<file path="src/rtl/mem_loader.sv">
// mem_loader: streams a block of words into an sram external load port, reads the
// block back, compares checksums and only then releases the cpu enable.
module mem_loader #(
   parameter int DATA_W    = 32,
   parameter int CNT_W     = 10,
   parameter int MAX_WORDS = 512,
   parameter int ADDR_STEP = 4,
   parameter int RD_LAT    = 1
) (
   input  logic              clk,
   input  logic              arst_n,
   input  logic              start,
   input  logic [31:0]       base_addr,
   input  logic [CNT_W-1:0]  word_count,
   input  logic              in_valid,
   input  logic [DATA_W-1:0] in_data,
   output logic              in_ready,
   output logic [31:0]       addr_ext,
   output logic              wen_ext,
   output logic              ren_ext,
   output logic [DATA_W-1:0] wdata_ext,
   input  logic [DATA_W-1:0] rdata_ext,
   output logic              cpu_enable,
   output logic              done,
   output logic              error,
   output logic [1:0]        err_code
);

   typedef enum logic [2:0] {IDLE, WRITE, VERIFY, DRAIN, RUN, ERROR} state_t;

   state_t              state_q, state_d;
   logic [31:0]         base_q;
   logic [CNT_W-1:0]    cnt_q, idx_q;
   logic [DATA_W-1:0]   wr_sum_q, rd_sum_q;
   logic [RD_LAT-1:0]   vld_pipe;
   logic [1:0]          err_q;
   logic                done_q;
   logic                load, too_big, accept, last_idx, done_set, pipe_empty;
   logic [31:0]         idx_addr;

   // A new load is only honoured from the resting states; mid-load starts are dropped.
   assign load       = start && (state_q inside {IDLE, RUN, ERROR});
   assign too_big    = int'(word_count) > MAX_WORDS;
   assign last_idx   = (idx_q == cnt_q - CNT_W'(1));
   assign pipe_empty = (vld_pipe == '0);
   assign idx_addr   = base_q + 32'(idx_q) * 32'(ADDR_STEP);

   always_ff @(posedge clk or negedge arst_n) begin
      if (!arst_n) state_q <= IDLE;
      else         state_q <= state_d;
   end

   always_comb begin
      state_d  = state_q;
      done_set = 1'b0;
      unique case (state_q)
         IDLE, RUN, ERROR:
            if (start) begin
               if (too_big)                 state_d = ERROR;
               else if (word_count == '0) begin
                  state_d  = RUN;
                  done_set = 1'b1;
               end else                     state_d = WRITE;
            end
         WRITE:  if (accept && last_idx) state_d = VERIFY;
         VERIFY: if (last_idx)           state_d = DRAIN;
         DRAIN:
            if (pipe_empty) begin
               if (rd_sum_q == wr_sum_q) begin
                  state_d  = RUN;
                  done_set = 1'b1;
               end else state_d = ERROR;
            end
         default: state_d = IDLE;
      endcase
   end

   always_comb begin
      in_ready   = (state_q == WRITE);
      accept     = in_ready && in_valid;
      wen_ext    = accept;
      ren_ext    = (state_q == VERIFY);
      addr_ext   = (wen_ext || ren_ext) ? idx_addr : 32'h0;
      wdata_ext  = accept ? in_data : '0;
      // Drop the enable in the very cycle a reload is requested from RUN.
      cpu_enable = (state_q == RUN) && !start;
      error      = (state_q == ERROR);
      err_code   = err_q;
      done       = done_q;
   end

   always_ff @(posedge clk or negedge arst_n) begin
      if (!arst_n) begin
         base_q   <= '0;
         cnt_q    <= '0;
         idx_q    <= '0;
         wr_sum_q <= '0;
         rd_sum_q <= '0;
         vld_pipe <= '0;
         err_q    <= 2'b00;
         done_q   <= 1'b0;
      end else begin
         done_q   <= done_set;
         vld_pipe <= (vld_pipe << 1) | RD_LAT'(ren_ext);
         if (vld_pipe[RD_LAT-1]) rd_sum_q <= rd_sum_q + rdata_ext;
         if (accept) begin
            wr_sum_q <= wr_sum_q + in_data;
            idx_q    <= last_idx ? '0 : idx_q + CNT_W'(1);
         end else if (state_q == VERIFY) begin
            idx_q    <= last_idx ? '0 : idx_q + CNT_W'(1);
         end
         if (state_q == DRAIN && pipe_empty && rd_sum_q != wr_sum_q) err_q <= 2'b10;
         if (load) begin
            base_q   <= base_addr;
            cnt_q    <= word_count;
            idx_q    <= '0;
            wr_sum_q <= '0;
            rd_sum_q <= '0;
            err_q    <= too_big ? 2'b01 : 2'b00;
         end
      end
   end

endmodule
</file>
<file path="config.mk">
export PLATFORM = sky130hd
export DESIGN_NAME = mem_loader
export DESIGN_NICKNAME = d
export VERILOG_FILES = /design/src/rtl/mem_loader.sv
export SDC_FILE = /design/constraint.sdc
export NUM_CORES = 1
export LEC_CHECK = 0
export BUFFER_PORTS_ARGS = -buffer_cell sky130_fd_sc_hd__buf_2
export CORE_MARGIN = 2
export CORE_UTILIZATION = 46
export CTS_CLUSTER_SIZE = 25
export DETAILED_ROUTE_END_ITERATION = 7
export GPL_ROUTABILITY_DRIVEN = 1
export PLACE_DENSITY = 0.78
export SYNTH_ARGS = -nofsm -noshare
export SYNTH_HDL_FRONTEND = slang
export SYNTH_SLANG_ARGS = --single-unit
</file>
<file path="constraint.sdc">
create_clock -name clk -period 4.3 [get_ports clk]
set_input_delay 0.43 -clock clk [delete_from_list [all_inputs] [get_ports clk]]
set_output_delay 0.43 -clock clk [all_outputs]
set_load 0.005 [all_outputs]
</file>
== Word-level counts from Yosys, hierarchy flattened ==
Cells that the tools add are included.

* Input bits: 110
* Register bits: 123
* Output and inout port bits: 72
* Logic and storage cells: 72

* Reductions and logical operators: 17
* Eq/ne operators: 12
* Add/subtract/negate cells: 5
* Order comparisons: 1
* Muxes and demuxes: 27
* Bitwise logic cells: 1

{| class="wikitable"
|+ Operators with widths
! kind !! number
|-
| $mux 32 || 6
|-
| $add 32x32->32 || 2
|-
| $mux 10 || 4
|-
| $add 32x12->32 || 1
|-
| $eq 32x32->1 || 1
|-
| $ne 32x32->1 || 1
|-
| $mux 3 || 6
|-
| $pmux 3 s4 || 1
|-
| $add 10x1->10 const B || 1
|-
| $eq 10x10->1 || 1
|-
| $gt 10x10->1 const B || 1
|-
| $logic_not 10->1 || 1
|-
| $sub 10x1->10 const B || 1
|-
| $mux 1 || 7
|-
| $eq 3x2->1 const B || 2
|-
| $eq 3x3->1 const B || 2
|-
| $logic_and 1x1->1 || 6
|-
| $reduce_bool 2->1 || 3
|-
| $reduce_bool 3->1 || 2
|-
| $mux 2 || 2
|-
| $ne 2x1->1 const B || 2
|-
| $ne 2x2->1 const B || 2
|-
| $reduce_and 4->1 || 1
|-
| $eq 3x1->1 const B || 1
|-
| 6 further kinds || 6
|}

== Depth between registers and ports, before layout ==
* Word-level depth: 6
* Gate-level depth with buffers: 11
* Mapped depth without buffers: 11

== Worst setup path before layout ==
Ideal clock, no wire load.

* Kind: register to output
* Start point: register idx_q[0]
* End point: output addr_ext[24]
* Slack: 1.069 ns
* Required time: 3.870 ns
* Cell stages (with the launch flop): 12
* Arrival: 2.801 ns
* Path buffers: 1
* Cell sequence: dfrtp_1 > ha_1 > fa_1 > a21o_1 > a21oi_1 > o21bai_1 > a2111o_1 > a41oi_1 > clkbuf_1 > nor4_1 > xnor2_1 > nor2_1

* Longest elaborated chain between the ends: 2

{| class="wikitable"
|+ Ends and longest elaborated chain
! item !! RTL line !! RTL
|-
| start: declaration || 33 || <nowiki>logic [CNT_W-1:0] cnt_q, idx_q;</nowiki>
|-
| start signal: assignment || 108 || <nowiki>idx_q <= last_idx ? '0 : idx_q + CNT_W'(1);</nowiki>
|-
| start signal: assignment || 110 || <nowiki>idx_q <= last_idx ? '0 : idx_q + CNT_W'(1);</nowiki>
|-
| $add 32x12->32 || 46 || <nowiki>assign idx_addr = base_q + 32'(idx_q) * 32'(ADDR_STEP);</nowiki>
|-
| $mux 32 || 83 || <nowiki>addr_ext = (wen_ext || ren_ext) ? idx_addr : 32'h0;</nowiki>
|-
| end: declaration || 18 || <nowiki>output logic [31:0] addr_ext,</nowiki>
|}

No other way between the ends.

== Worst setup path after layout ==
* Start point: register idx_q[1]
* End point: output addr_ext[17]

Same word-level chain as after synthesis.

==> impl_metrics.env <==
export IMPL_status="completed"
export IMPL_io_pins=182
export IMPL_cts_setup_buffers=0
export IMPL_via_per_inst=5.74
export IMPL_chipHeight_um=152
export IMPL_powerDensity_nw_per_um2=517
export IMPL_drv_slew=0
export IMPL_finalHoldViolations=0
export IMPL_drive_gt1_share_pct=17.2
export IMPL_p_int_w=0.00351
export IMPL_dr_pass1_iters=5
export IMPL_syn_num_nets=1447
export IMPL_fmax_ghz=0.251
export IMPL_critical_path_class="reg2out"
export IMPL_grt_usage_pct=24.4
export IMPL_place_area_um2=11300
export IMPL_placementRows=54
export IMPL_start_util_pct=46.6
export IMPL_core_area_um2=21800
export IMPL_vdd_drop_max_mv=0.284
export IMPL_tritoncts="built"
export IMPL_power_frac_comb_pct=46.0
export IMPL_async_reset_ff_share_pct=100
export IMPL_power_frac_clock_pct=22.7
export IMPL_rsz0062_at_grt="no"
export IMPL_hp_class="in2async"
export IMPL_drt_iter0_markers=558
export IMPL_netlist_top_cells_count="204 x nand2_1, 123 x dfrtp_1, 104 x nor2_1, 86 x o21ai_0, 77 x a21oi_1"
export IMPL_cts_root_buffer="clkbuf_16"
export IMPL_ys_seq_area_share_pct=30.4
export IMPL_swShare_pct=42.9
export IMPL_gp_congestion=0.943
export IMPL_clockBufferDepth=2
export IMPL_skew_ns=0.00922
export IMPL_pwr_share_seq_pct=31.3
export IMPL_antenna_found_initial=3
export IMPL_yosys_cell_types_count=77
export IMPL_cp_required_ns=3.87
export IMPL_dieArea_um2=23200
export IMPL_worst_pin_slew_ns=0.992
export IMPL_syn_to_final_growth_pct=17.3
export IMPL_setup_viol=0
export IMPL_cap_violations=0
export IMPL_clk_pin_slew_ns=0.06
export IMPL_synth_area_leaders="dfrtp_1 30%, ha_1 9.1%, nand2_1 7.6%"
export IMPL_overflow=0
export IMPL_synthDominantCellAreaShare_pct=30.4
export IMPL_ys_seq_elements=123
export IMPL_relSlewSlack_pct=33.9
export IMPL_final_area_um2=11900
export IMPL_port_buffers=181
export IMPL_h_tree_depth=4
export IMPL_post_cts_resized=0
export IMPL_insertion_delay_ns=0.42
export IMPL_drc_errors=0
export IMPL_synth_main_ff_cell="dfrtp_1"
export IMPL_tns_ns=0
export IMPL_grt_max_degree=73
export IMPL_synth_top_cell_by_area="dfrtp_1"
export IMPL_grt_pass1_wl_um=46900
export IMPL_power_switching_w=0.00263
export IMPL_wirelength_um=28100
export IMPL_routedWlPerCell_um=16.4
export IMPL_grt_pass1_vias=9577
export IMPL_syn_area_um2=10100
export IMPL_worstPathArrival_ns=3.55
export IMPL_start_kind="flip-flop"
export IMPL_antenna_left=0
export IMPL_leakage_nw=6.03
export IMPL_die_w_um=152
export IMPL_cts_hold_buffers=0
export IMPL_min_period_ns=3.98
export IMPL_hpwlAfterDp_um=21200
export IMPL_via_count=9847
export IMPL_period_share_pct=92.6
export IMPL_crit_path_end_kind="output pin"
export IMPL_cts_buffers=17
export IMPL_syn_inst=1260
export IMPL_clock_sinks=123
export IMPL_syn_mean_instance_area_um2=8.04
export IMPL_synth_edf_count=0
export IMPL_yosysWarnings=0
export IMPL_critPathMaxFanout=6
export IMPL_yosysMostFrequentCell="nand2_1"
export IMPL_finalNetCount=1606
==> cell type report <==
| type | instances | area, µm² |
|---|---|---|
| fillers | 2035 | 9870 |
| multi-input cells | 1051 | 6730 |
| flip-flops and latches | 123 | 3080 |
| repair buffers | 194 | 1020 |
| clock buffers | 18 | 439 |
| well taps | 280 | 350 |
| clock inverters | 14 | 135 |
| inverters | 32 | 120 |
| diodes | 5 | 12.5 |
==> path summary, 6_finish.rpt <==
check / start / endpoint / slack [ns] / depth (start not counted)
setup / recovery: idx_q[1] / addr_ext[17] / 0.32 / 10
hold / removal: arst_n / rd_sum_q[1] / 0.13 / 1
setup reg to reg: wr_sum_q[0] / wr_sum_q[28] / 1.12 / 11
hold reg to reg: base_q[1] / base_q[1] / 0.48 / 2
max in group asynchronous: arst_n / idx_q[7] / 3.19 / 2
min in group clk: base_addr[2] / base_q[2] / 0.20 / 3
==> flip-flops by register name, summed over array words and instances, names as in the netlist <==
| signal | cells |
|---|---|
| done | 1 |
| idx_q | 10 |
| base_q | 32 |
| err_code | 2 |
| cnt_q | 10 |
| wr_sum_q | 32 |
| rd_sum_q | 32 |
| state_q | 3 |
| vld_pipe | 1 |
==> cells by family after synthesis <==
group	share of synthesized area (%)
xor+xnor	9.42
compound gates	19.9
flops	30.4
buf+inv	3.36
mux	1.79
fa+ha+maj	9.73
simple gates	25.4
==> cell usage in the layout (no fill, tap or decap), types with 5 or more instances in the layout <==
| master | count |
|---|---|
| xnor2_1 | 55 |
| ha_1 | 74 |
| a21o_1 | 37 |
| clkbuf_16 | 17 |
| a31oi_1 | 9 |
| nand4_1 | 16 |
| dfrtp_1 | 123 |
| or3_1 | 6 |
| nand2_1 | 204 |
| a22o_1 | 10 |
| o211ai_1 | 8 |
| nor2b_1 | 25 |
| diode_2 | 5 |
| a21oi_1 | 77 |
| and2_1 | 6 |
| nor2_1 | 102 |
| nor4_1 | 15 |
| nand3b_1 | 7 |
| nand3_1 | 25 |
| o21a_1 | 10 |
| mux2i_1 | 17 |
| a211oi_1 | 14 |
| o31ai_1 | 7 |
| inv_6 | 5 |
| buf_4 | 13 |
| buf_2 | 180 |
| o21bai_1 | 7 |
| and3_1 | 47 |
| nor3_1 | 31 |
| nand2b_1 | 17 |
| nor3b_1 | 7 |
| xor2_1 | 54 |
| o21ai_0 | 86 |
| inv_1 | 32 |
==> power by group through the flow <==
stage	clock network (W)	logic [W]	registers (W)
final	0.00140	0.00282	0.00192
after global routing	0.00147	0.00318	0.00198
after CTS	0.00142	0.00282	0.00191
after detailed placement	0	0.00280	0.00193
after global placement	0	0.00272	0.00191
after floorplan	0	0.00213	0.00178
==> routing by layer <==
layer	part of all wire, %	vias to the layer above	track usage, %
met4	3.0	0	8.91
met2	46	316	38.8
met3	6.3	57	4.01
met1	45	4628	33.5
li1	-	4846	-
met5	0	-	0
==> critical path, stage by stage, from the launching register on <==
cell and delay, ns:
dfrtp_1 0.46, ha_1 0.30, a21o_1 0.15, a21o_1 0.21, a2111oi_0 0.72, o311ai_0 0.37
a21oi_1 0.42, nor3b_1 0.12, xnor2_1 0.18, nor2_1 0.05, buf_2 0.14
==> stage by stage <==
| stage | hold slack, ns | setup WS (ns) | util [%] | std cells | total power (W) |
|---|---|---|---|---|---|
| floorplan | 0.134 | 1.07 | - | 1260 | 0.00391 |
| global placement | 0.451 | 0.902 | 51.9 | 1680 | 0.00463 |
| detailed placement | 0.465 | 0.789 | 51.9 | 1680 | 0.00473 |
| CTS | 0.189 | 0.309 | 54.6 | 1712 | 0.00615 |
| global route | 0.193 | 0.00490 | 54.6 | 1715 | 0.00663 |
| finish | 0.130 | 0.320 | 54.6 | 1717 | 0.00614 |
Power figures use the tool's default switching activity.
